<file path="src/rtl/tmds_channel_decoder.sv">
// TMDS receive channel: word-alignment hunt via bit-slip on control-token runs, then token/data decode.
// Define TMDS_TERC4_EN to add the TERC4 aux decode (oAuxValid/oAux).
module tmds_channel_decoder #(
    parameter int pTokenRun    = 8,
    parameter int pSearchLimit = 1024,
    parameter int pSlipWait    = 4
) (
    input  logic       iCLK,
    input  logic       iRST,
    input  logic [9:0] iTmds,
    output logic       oBitSlip,
    output logic       oLocked,
    output logic [3:0] oSlipCount,
    output logic       oVde,
    output logic [7:0] oData,
    output logic [1:0] oCtrl
`ifdef TMDS_TERC4_EN
    ,
    output logic       oAuxValid,
    output logic [3:0] oAux
`endif
);

    localparam int RW = $clog2(pTokenRun + 1);
    localparam int GW = (pSearchLimit > 2) ? $clog2(pSearchLimit) : 1;
    localparam int WW = (pSlipWait > 1) ? $clog2(pSlipWait) : 1;
    localparam logic [RW-1:0] RUN_MAX   = RW'(pTokenRun);
    localparam logic [GW-1:0] GAP_LAST  = GW'(pSearchLimit - 1);
    localparam logic [WW-1:0] WAIT_LAST = WW'(pSlipWait - 1);

    typedef enum logic [1:0] {SEARCH, SLIP_WAIT, LOCKED} state_t;

    function automatic logic [2:0] token_of(input logic [9:0] w);
        case (w)
            10'b1101010100: return 3'b100;
            10'b0010101011: return 3'b101;
            10'b0101010100: return 3'b110;
            10'b1010101011: return 3'b111;
            default:        return 3'b000;
        endcase
    endfunction

    // Stage 1: register the word and classify it
    logic [9:0] q1;
    logic       tok1;
    logic [1:0] tok_val1;
    logic       terc1;

    always_ff @(posedge iCLK or posedge iRST) begin
        if (iRST) begin
            q1       <= '0;
            tok1     <= 1'b0;
            tok_val1 <= '0;
        end else begin
            q1               <= iTmds;
            {tok1, tok_val1} <= token_of(iTmds);
        end
    end

`ifdef TMDS_TERC4_EN
    function automatic logic [4:0] terc_of(input logic [9:0] w);
        case (w)
            10'b1010011100: return 5'h10;
            10'b1001100011: return 5'h11;
            10'b1011100100: return 5'h12;
            10'b1011100010: return 5'h13;
            10'b0101110001: return 5'h14;
            10'b0100011110: return 5'h15;
            10'b0110001110: return 5'h16;
            10'b0100111100: return 5'h17;
            10'b1011001100: return 5'h18;
            10'b0100111001: return 5'h19;
            10'b0110011100: return 5'h1a;
            10'b1011000110: return 5'h1b;
            10'b1010001110: return 5'h1c;
            10'b1001110001: return 5'h1d;
            10'b0101100011: return 5'h1e;
            10'b1011000011: return 5'h1f;
            default:        return 5'h00;
        endcase
    endfunction

    logic [3:0] terc_val1;

    always_ff @(posedge iCLK or posedge iRST) begin
        if (iRST) begin
            terc1     <= 1'b0;
            terc_val1 <= '0;
        end else begin
            {terc1, terc_val1} <= terc_of(iTmds);
        end
    end
`else
    assign terc1 = 1'b0;
`endif

    logic [7:0] d, dec;

    always_comb begin
        d      = q1[9] ? ~q1[7:0] : q1[7:0];
        dec    = '0;
        dec[0] = d[0];
        for (int i = 1; i < 8; i++)
            dec[i] = q1[8] ? (d[i] ^ d[i-1]) : ~(d[i] ^ d[i-1]);
    end

    state_t        state;
    logic [RW-1:0] run_cnt, run_inc;
    logic [GW-1:0] gap_cnt;
    logic [WW-1:0] wait_cnt;
    logic          gap_hit, lock_hit, lose, locked_nx;

    assign run_inc  = (run_cnt == RUN_MAX) ? run_cnt : run_cnt + 1'b1;
    assign gap_hit  = (gap_cnt == GAP_LAST);
    assign lock_hit = tok1 && (run_inc >= RUN_MAX);
    assign lose     = !tok1 && !terc1 && gap_hit;
    // Output stage and oLocked both follow the state being entered, so they switch together
    assign locked_nx = (state == LOCKED) ? !lose : ((state == SEARCH) && lock_hit);

    always_ff @(posedge iCLK or posedge iRST) begin
        if (iRST) begin
            state      <= SEARCH;
            run_cnt    <= '0;
            gap_cnt    <= '0;
            wait_cnt   <= '0;
            oBitSlip   <= 1'b0;
            oLocked    <= 1'b0;
            oSlipCount <= '0;
        end else begin
            oBitSlip <= 1'b0;
            oLocked  <= locked_nx;
            case (state)
                SEARCH: begin
                    if (tok1) begin
                        gap_cnt <= '0;
                        run_cnt <= run_inc;
                        if (lock_hit) state <= LOCKED;
                    end else if (gap_hit) begin
                        oBitSlip   <= 1'b1;
                        oSlipCount <= (oSlipCount == 4'd9) ? 4'd0 : oSlipCount + 4'd1;
                        run_cnt    <= '0;
                        gap_cnt    <= '0;
                        wait_cnt   <= '0;
                        state      <= SLIP_WAIT;
                    end else begin
                        gap_cnt <= gap_cnt + 1'b1;
                        if (!terc1) run_cnt <= '0;
                    end
                end
                SLIP_WAIT: begin
                    if (wait_cnt == WAIT_LAST) begin
                        run_cnt <= '0;
                        gap_cnt <= '0;
                        state   <= SEARCH;
                    end else begin
                        wait_cnt <= wait_cnt + 1'b1;
                    end
                end
                LOCKED: begin
                    if (tok1) begin
                        gap_cnt <= '0;
                        run_cnt <= run_inc;
                    end else if (terc1) begin
                        gap_cnt <= '0;
                    end else if (gap_hit) begin
                        // Losing lock does not slip; SEARCH starts a fresh gap window
                        run_cnt <= '0;
                        gap_cnt <= '0;
                        state   <= SEARCH;
                    end else begin
                        gap_cnt <= gap_cnt + 1'b1;
                        run_cnt <= '0;
                    end
                end
                default: state <= SEARCH;
            endcase
        end
    end

    // Stage 2: decoded outputs
    always_ff @(posedge iCLK or posedge iRST) begin
        if (iRST) begin
            oVde  <= 1'b0;
            oData <= '0;
            oCtrl <= '0;
        end else if (!locked_nx) begin
            oVde  <= 1'b0;
            oData <= '0;
            oCtrl <= '0;
        end else if (tok1) begin
            oVde  <= 1'b0;
            oData <= '0;
            oCtrl <= tok_val1;
        end else if (terc1) begin
            oVde  <= 1'b0;
            oData <= '0;
        end else begin
            oVde  <= 1'b1;
            oData <= dec;
        end
    end

`ifdef TMDS_TERC4_EN
    always_ff @(posedge iCLK or posedge iRST) begin
        if (iRST) begin
            oAuxValid <= 1'b0;
            oAux      <= '0;
        end else begin
            oAuxValid <= locked_nx && terc1;
            oAux      <= (locked_nx && terc1) ? terc_val1 : 4'd0;
        end
    end
`endif

endmodule

</file>
<file path="config.mk">
export PLATFORM = sky130hd
export DESIGN_NAME = tmds_channel_decoder
export DESIGN_NICKNAME = d
export VERILOG_FILES = /design/src/rtl/tmds_channel_decoder.sv
export SDC_FILE = /design/constraint.sdc
export NUM_CORES = 1
export LEC_CHECK = 0
export ABC_AREA = 1
export BUFFER_PORTS_ARGS = -buffer_cell sky130_fd_sc_hd__buf_2
export CAP_MARGIN = 0
export CORE_ASPECT_RATIO = 0.9
export CORE_MARGIN = 10
export CORE_UTILIZATION = 60
export DETAILED_ROUTE_END_ITERATION = 12
export HOLD_SLACK_MARGIN = 0.15
export PLACE_DENSITY = 0.94
export SLEW_MARGIN = 20
export SYNTH_ARGS = -nofsm -noshare
export SYNTH_HDL_FRONTEND = slang
export SYNTH_SLANG_ARGS = --single-unit
</file>
<file path="constraint.sdc">
create_clock -name iCLK -period 4.35 [get_ports iCLK]
set_input_delay 0.87 -clock iCLK [delete_from_list [all_inputs] [get_ports iCLK]]
set_output_delay 0.87 -clock iCLK [all_outputs]
set_load 0.1 [all_outputs]
</file>
; Yosys cells after proc, flatten, opt, wreduce, memory -nomap -nowiden
; Index checks and enable logic that the tools add are counted.
[word_totals]
output_inout_bits = 17
regBits = 48
input_bits = 12
[op_classes]
n_lt_le_gt_ge = 1
bitwise_logic = 16
n_addsub = 4
n_eq_ne = 19
n_mux = 37
n_reduce_logical = 13
[ops]
columns = operator, n
row1 = "== test 10 bit, second input constant", 3
row2 = 2-to-1 mux 10 bit, 3
row3 = 2-to-1 mux 8 bit, 3
row4 = case mux 10 bit (2 select lines), 1
row5 = 2-to-1 mux 2 bit, 9
row6 = 2-to-1 mux 4 bit, 4
row7 = "!= test 2 bit, second input constant", 7
row8 = 2-to-1 mux 1 bit, 13
row9 = case mux 3 bit (4 select lines), 1
row10 = "adder 10 x 1 -> 10 bit, second input constant", 1
row11 = "== test 10 x 8 -> 1 bit, second input constant", 1
row12 = "== test 10 x 9 -> 1 bit, second input constant", 1
row13 = "adder 4 x 1 -> 4 bit, second input constant", 2
row14 = "== test 4 bit, second input constant", 2
row15 = NOT 1 bit, 8
row16 = NOT 8 bit, 1
row17 = case mux 4 bit (2 select lines), 1
row18 = bitwise XOR 1 bit, 7
row19 = "!= test 3 bit, second input constant", 2
row20 = case mux 2 bit (3 select lines), 1
row21 = AND reduction 5 bit, 1
row22 = "== test 2 bit, second input constant", 2
row23 = "greater-or-equal comparator 4 bit, second input constant", 1
row24 = case mux 2 bit (2 select lines), 1
row25 = other kinds (10), 14

; Longest topological paths before layout
; Gate-level depths: netlist of run 1.
[depth]
depth_word = 7
depth_mapped = 9
ltp_nobuf = 9

; Least setup slack after synthesis of run 1
; OpenSTA, ideal clock, no wires.
[synth_path]
kind = reg2out
startpoint = register oSlipCount[0]
endpoint = output port oSlipCount[0]
required_time_ns = 3.480
arrival_ns = 0.967
path_buffers = 0
stages_incl_launch_ff = 1
slack_ns = 2.513
cell_sequence = dfrtp_1
[synth_lines]
columns = element, line
row1 = from (decl), 13  ; output logic [3:0] oSlipCount,
row2 = from (signal assigned), 140  ; oSlipCount <= (oSlipCount == 4'd9) ? 4'd0 : oSlipCount + 4'd1;
; No word-level cell between the ends.

; Final worst setup path of run 1
[layout_path]
startpoint = register oSlipCount[0]
endpoint = output port oSlipCount[0]
; No word-level cell between the ends.

==> flow_summary_export.csv, run 1 <==
group,metric,value,unit
global_route,grt_use_met1,0.172,
pwr,cellInternalPower,0.718,mW
pwr,p_switching,0.288,mW
die,die_h,77.5,um
job,cap_viol_max_count,0,
critical_path,crit_chain,"buf_2",
drt,post_drt_wl_per_cell,13.1,um
clock_tree,clk_pin_slew_worst_paths,0.08,ns
sta,max_freq,0.481,GHz
sta,skew,0.00748,ns
die,die_w,83.9,um
placed_design,io_buffers,28,
global_route,grt_use_total,0.138,
clock_tree,ctsHoldBuffers,0,
pwr,power.density,403,nW/um^2
critical_path,crit_fanout,7,
synth,ys_seq_area_frac,0.545,
placed_design,placed_area,2380,sq um
drt,drt-total-wl,4110,um
clock_tree,cts_made_buffers,5,
pwr,sequentialPowerShare,0.533,
synth,yosysWarnings,0,
min_path,worstHoldEndpoint,"wait_cnt[1]",
synth,netlist_area,2200,sq um
die,coreArea,3450,sq um
outcome,outcome,"finished, final reports clean",
drt,via_per_inst,5.28,
clock_tree,postCtsSetupBuffers,0,
sta,finalHoldViolations,0,
min_path,worstHoldStart,"wait_cnt[1]",
drt,ant_nets,0,
cells_and_area,area_growth,13.4,%
sta,period_needed,2.08,ns
sta,report.final.slew_viol_count,0,
cells_and_area,final_area,2500,sq um
cells_and_area,antenna_cells,0,
clock_tree,cts_root_buf,"clkbuf_8",
critical_path,cp_num_buf_inv,1,
pwr,p_leak,1.27,nW
critical_path,rrSetupSlack,2.54,ns
placed_design,post-place-ws,2.56,ns
min_path,hold_depth,2,
sta,min_period_over_period,0.478,
global_route,grt_pass1_wl,7520,um
critical_path,start_kind,"flip-flop",
drt,first_pass_iters,4,
drt,num_vias,1657,
pwr,max-vdd-ir-drop,0.277,mV
cells_and_area,nNetsFinal,285,
global_route,grt_pass1_vias,1641,
global_route,grt_util_met2,0.218,
critical_path,critPathSlowestCell,"buf_2",
cells_and_area,layout_common_cells,"49 x nand2_1, 48 x dfrtp_1, 28 x buf_2",
critical_path,r2r_end,"run_cnt[2]",
placed_design,gp_congestion,0.877,
sta,relSlewSlack,0.374,
cells_and_area,drive_gt1_frac,0.185,
critical_path,critical_path.top_delay_family,"buffers and inverters",
synth,ys_seq_elements,48,
pwr,clockPowerShare,0.321,
drt,dr.first_iter.drc_count,133,
global_route,grt-busiest-layer,"met2",
critical_path,cp-end-kind,"output pin",
critical_path,critPathMaxStageDelay,0.46,ns
clock_tree,cts_resized,0,
clock_tree,cts_num_sinks,48,
sta,rsz0062_at_grt,"no",
global_route,grt_overflow,0,
pwr,p_total,1.01,mW
critical_path,crit_arrival,1.21,ns
die,ios,29,
clock_tree,clockBufferDepth,2,
clock_tree,cts_tree,"yes",
critical_path,reg2reg_depth,4,
synth,post_synth_inst_count,237,
cells_and_area,layout_commonest_cell,"nand2_1",
global_route,grt_antenna_before_repair,0,
cells_and_area,fillers,228,
sta,setup_viol,0,
min_path,min_path_type,"reg2reg",
placed_design,dp_hpwl,3170,um
synth,syn-num-nets,253,
clock_tree,cts.htree.levels,2,
global_route,grtUsageMet3,0.0282,
global_route,grt_max_degree,49,
sta,worstMarginPinSlew,0.937,ns
pwr,p_sw_frac,0.286,
clock_tree,clk_latency,0.31,ns
cells_and_area,fin_util,0.724,
critical_path,crit_type,"reg2out",
critical_path,r2r-start,"wait_cnt[0]",
synth,ys_types,22,
pwr,comb_power_share,0.146,
critical_path,cp.required,3.48,ns
sta,setup_tns,0,ns
synth,syn_avg_cell_area,9.30,sq um
drt,drc,0,
sta,worst_slack,2.27,ns
die,initial_core_util,0.638,
die,rows,20,
die,dieArea,6500,sq um
[through the flow]
stage                     hold WS, ns  instances
after CTS                       0.534        314
after global routing            0.574        314
after floorplan                 0.473        237
after global placement          0.490        306
final                           0.530        314
after detailed placement        0.496        306
[sequential cells by signal (all words and copies together) (netlist names)]
| signal | flops |
|---|---|
| run_cnt | 4 |
| tok1 | 1 |
| oSlipCount | 4 |
| gap_cnt | 10 |
| state | 2 |
| oLocked | 1 |
| wait_cnt | 2 |
| oVde | 1 |
| oData | 8 |
| q1 | 10 |
| oCtrl | 2 |
| tok_val1 | 2 |
| oBitSlip | 1 |
[how the worst max path moves through the flow]
stage / from / endpoint / slack [ns] / cells past startpoint
CTS: oSlipCount[1] / oSlipCount[1] / 2.26 / 1
floorplan: iRST / gap_cnt[0] / 2.34 / 1
detailed placement: wait_cnt[0] / run_cnt[2] / 2.56 / 4
global route: oSlipCount[1] / oSlipCount[1] / 2.23 / 1
finish: oSlipCount[0] / oSlipCount[0] / 2.27 / 1
global placement: iRST / oSlipCount[2] / 2.61 / 2
[cell usage after synthesis (all sizes together)]
library cell  count  area [sq um]
inv              29           109
a21oi             4          20.0
mux2i             2          20.0
nand3            19           108
nand4            11          75.1
nor2             24           113
o21bai            2          15.0
dfrtp            48          1200
xnor2             9          78.8
buf               3          15.0
nor3b             3          22.5
ha                4          50.1
o22ai             3          18.8
nand2            54           215
xor2              9          78.8
nor3              2          10.0
o21ai            11          55.1
[power groups by stage]
| stage | Clock (mW) | Combinational, mW | Sequential (mW) |
|---|---|---|---|
| finish | 0.324 | 0.147 | 0.536 |
| global route | 0.350 | 0.169 | 0.543 |
| CTS | 0.330 | 0.147 | 0.535 |
| detailed placement | 0 | 0.146 | 0.544 |
| global placement | 0 | 0.138 | 0.541 |
| floorplan | 0 | 0.119 | 0.532 |
[cells by family after synthesis]
family | share of synthesized area
DFF | 0.545
xor gates and xnor gates | 0.0715
and+or+nand+nor | 0.246
adders and majority gates | 0.0227
AOI/OAI and AO/OA | 0.0494
buffers and inverters | 0.0562
muxes | 0.00908
[final cells by class]
type | count | area (sq um) | area share
sequential | 48 | 1200 | 0.480
multi-input combinational | 157 | 880 | 0.352
timing repair buffer | 28 | 140 | 0.0561
inverter | 29 | 109 | 0.0435
clock buffer | 5 | 68.8 | 0.0275
tap | 44 | 55.1 | 0.0220
clock inverter | 3 | 46.3 | 0.0185
[routing by layer]
metal / wire length [um] / vias up
met5: 0 / -
met4: 91 / 0
met3: 227 / 7
met2: 2010 / 47
met1: 1780 / 774
li1: - / 829
No activity file was read; power rests on OpenSTA's default activity.
==> run 2: changes to the inputs <==
--- a/config.mk
+++ b/config.mk
@@ -10,10 +10,10 @@
 export CAP_MARGIN = 0
 export CORE_ASPECT_RATIO = 0.9
 export CORE_MARGIN = 10
-export CORE_UTILIZATION = 60
+export CORE_UTILIZATION = 56
 export DETAILED_ROUTE_END_ITERATION = 12
 export HOLD_SLACK_MARGIN = 0.15
-export PLACE_DENSITY = 0.94
+export PLACE_DENSITY = 0.9
 export SLEW_MARGIN = 20
 export SYNTH_ARGS = -nofsm -noshare
 export SYNTH_HDL_FRONTEND = slang
==> constraint.sdc (replaced) <==
create_clock -name iCLK -period 2.2 [get_ports iCLK]
set_input_delay 0.44 -clock iCLK [delete_from_list [all_inputs] [get_ports iCLK]]
set_output_delay 0.44 -clock iCLK [all_outputs]
set_load 0.1 [all_outputs]
==> run 2 against run 1 <==
- cell area fell by 0.20%
- clock power rose by 63%
- sequential power rose by 98%
- total power rose by 86%
==> flow_summary_export.csv, run 2 (synthesis results as in run 1) <==
group,metric,value,unit
min_path,min_path_type,"in2async",
die,dieArea,6850,sq um
drt,drc,0,
clock_tree,cts_tree,"yes",
clock_tree,clockBufferDepth,2,
critical_path,crit_chain,"buf_2",
global_route,grt_pass1_wl,7370,um
placed_design,dp_hpwl,3280,um
cells_and_area,antenna_cells,0,
drt,num_vias,1686,
sta,min_period_over_period,0.767,
sta,worst_slack,0.512,ns
die,rows,21,
cells_and_area,nNetsFinal,287,
clock_tree,clk_pin_slew_worst_paths,0.09,ns
clock_tree,cts_num_sinks,48,
critical_path,critPathSlowestCell,"buf_2",
critical_path,cp.required,1.76,ns
pwr,max-vdd-ir-drop,0.472,mV
die,ios,29,
cells_and_area,fillers,309,
global_route,grt_antenna_before_repair,0,
clock_tree,cts_root_buf,"clkbuf_8",
sta,finalHoldViolations,0,
die,die_h,79.5,um
drt,post_drt_wl_per_cell,13.4,um
critical_path,cp-end-kind,"output pin",
job,cap_viol_max_count,0,
clock_tree,ctsHoldBuffers,0,
cells_and_area,top_regs,"gap_cnt: 10 flops, q1: 10 flops, oData: 8 flops",
sta,worstMarginPinSlew,0.662,ns
placed_design,placed_area,2400,sq um
drt,dr.first_iter.drc_count,143,
critical_path,crit_fanout,7,
placed_design,post-place-ws,0.718,ns
die,coreArea,3760,sq um
critical_path,start_kind,"flip-flop",
placed_design,gp_congestion,0.890,
drt,drt-total-wl,4270,um
cells_and_area,layout_commonest_cell,"nand2_1",
global_route,grt_overflow,0,
critical_path,crit_type,"reg2out",
cells_and_area,drive_gt1_frac,0.191,
sta,relSlewSlack,0.558,
clock_tree,clk_latency,0.31,ns
cells_and_area,layout_common_cells,"49 x nand2_1, 48 x dfrtp_1, 28 x buf_2",
global_route,grt-busiest-layer,"met2",
placed_design,io_buffers,28,
sta,max_freq,0.592,GHz
clock_tree,postCtsSetupBuffers,0,
drt,ant_nets,0,
global_route,grt_use_met1,0.162,
clock_tree,cts_resized,0,
drt,via_per_inst,5.30,
global_route,grt_util_met2,0.210,
clock_tree,cts.htree.levels,2,
drt,first_pass_iters,4,
pwr,p_leak,1.27,nW
global_route,grt_use_total,0.133,
outcome,outcome,"finished, final reports clean",
sta,rsz0062_at_grt,"no",
sta,setup_viol,0,
global_route,grtUsageMet3,0.0469,
sta,report.final.slew_viol_count,0,
clock_tree,cts_made_buffers,5,
critical_path,critical_path.top_delay_family,"buffers and inverters",
critical_path,crit_arrival,1.25,ns
sta,period_needed,1.69,ns
sta,setup_tns,0,ns
global_route,grt_pass1_vias,1664,
critical_path,cp_num_buf_inv,1,
critical_path,reg2reg_depth,8,
critical_path,cp.depth,1,
die,die_w,86.1,um
die,initial_core_util,0.587,
cells_and_area,final_area,2490,sq um
cells_and_area,area_growth,13.2,%
pwr,power.density,752,nW/um^2
sta,skew,0.00806,ns
critical_path,critPathMaxStageDelay,0.48,ns
global_route,grt_max_degree,34,
==> run 2: cell count changes in the layout (fill, tap and decap cells not counted) <==
cell,previous run,this run
bufinv_16,1,0
clkinv_4,0,1
buf_4,0,2
inv_6,1,0
clkinvlp_4,1,2
==> run 2: per-layer routing <==
| layer | vias up | part of all wire |
|---|---|---|
| met1 | 818 | 0.45 |
| li1 | 838 | - |
| met4 | 0 | 0.012 |
| met2 | 26 | 0.49 |
| met5 | - | 0 |
| met3 | 4 | 0.047 |
==> run 2: per-stage QoR <==
stage | power, mW | instances | utilization | hold WS, ns
3_3_place_gp | 1.35 | 310 | 0.639 | 0.493
5_1_grt | 1.97 | 318 | 0.664 | 0.241
3_5_place_dp | 1.37 | 310 | 0.639 | 0.516
6_report | 1.88 | 318 | 0.664 | 0.221
2_1_floorplan | 1.29 | 237 | - | 0.471
4_1_cts | 1.89 | 318 | 0.664 | 0.238
==> run 2: final cells by class <==
type | count | area (sq um) | share of cell area
clock buffer | 5 | 68.8 | 0.0276
clock inverter | 3 | 23.8 | 0.00953
inverter | 29 | 109 | 0.0436
multi-input combinational | 157 | 880 | 0.353
sequential | 48 | 1200 | 0.481
tap | 46 | 57.6 | 0.0231
timing repair buffer | 30 | 155 | 0.0622
==> run 2: path summary, 6_finish.rpt <==
check | from | endpoint | slack, ns
worst max-delay path | oSlipCount[0] | oSlipCount[0] | 0.51
worst min-delay path | iRST | state[1] | 0.22
worst max register to register | gap_cnt[0] | wait_cnt[1] | 0.71
worst min register to register | tok_val1[0] | oCtrl[0] | 0.54
max in group asynchronous | iRST | oData[7] | 1.32
min in group iCLK | iTmds[9] | q1[9] | 0.25
==> run 2: report_power, final <==
| group | leakage [nW] | internal, mW | switching, mW |
|---|---|---|---|
| clock | 0.0404 | 0.225 | 0.303 |
| combinational | 0.598 | 0.126 | 0.161 |
| sequential | 0.631 | 0.954 | 0.108 |
| total | 1.27 | 1.30 | 0.572 |
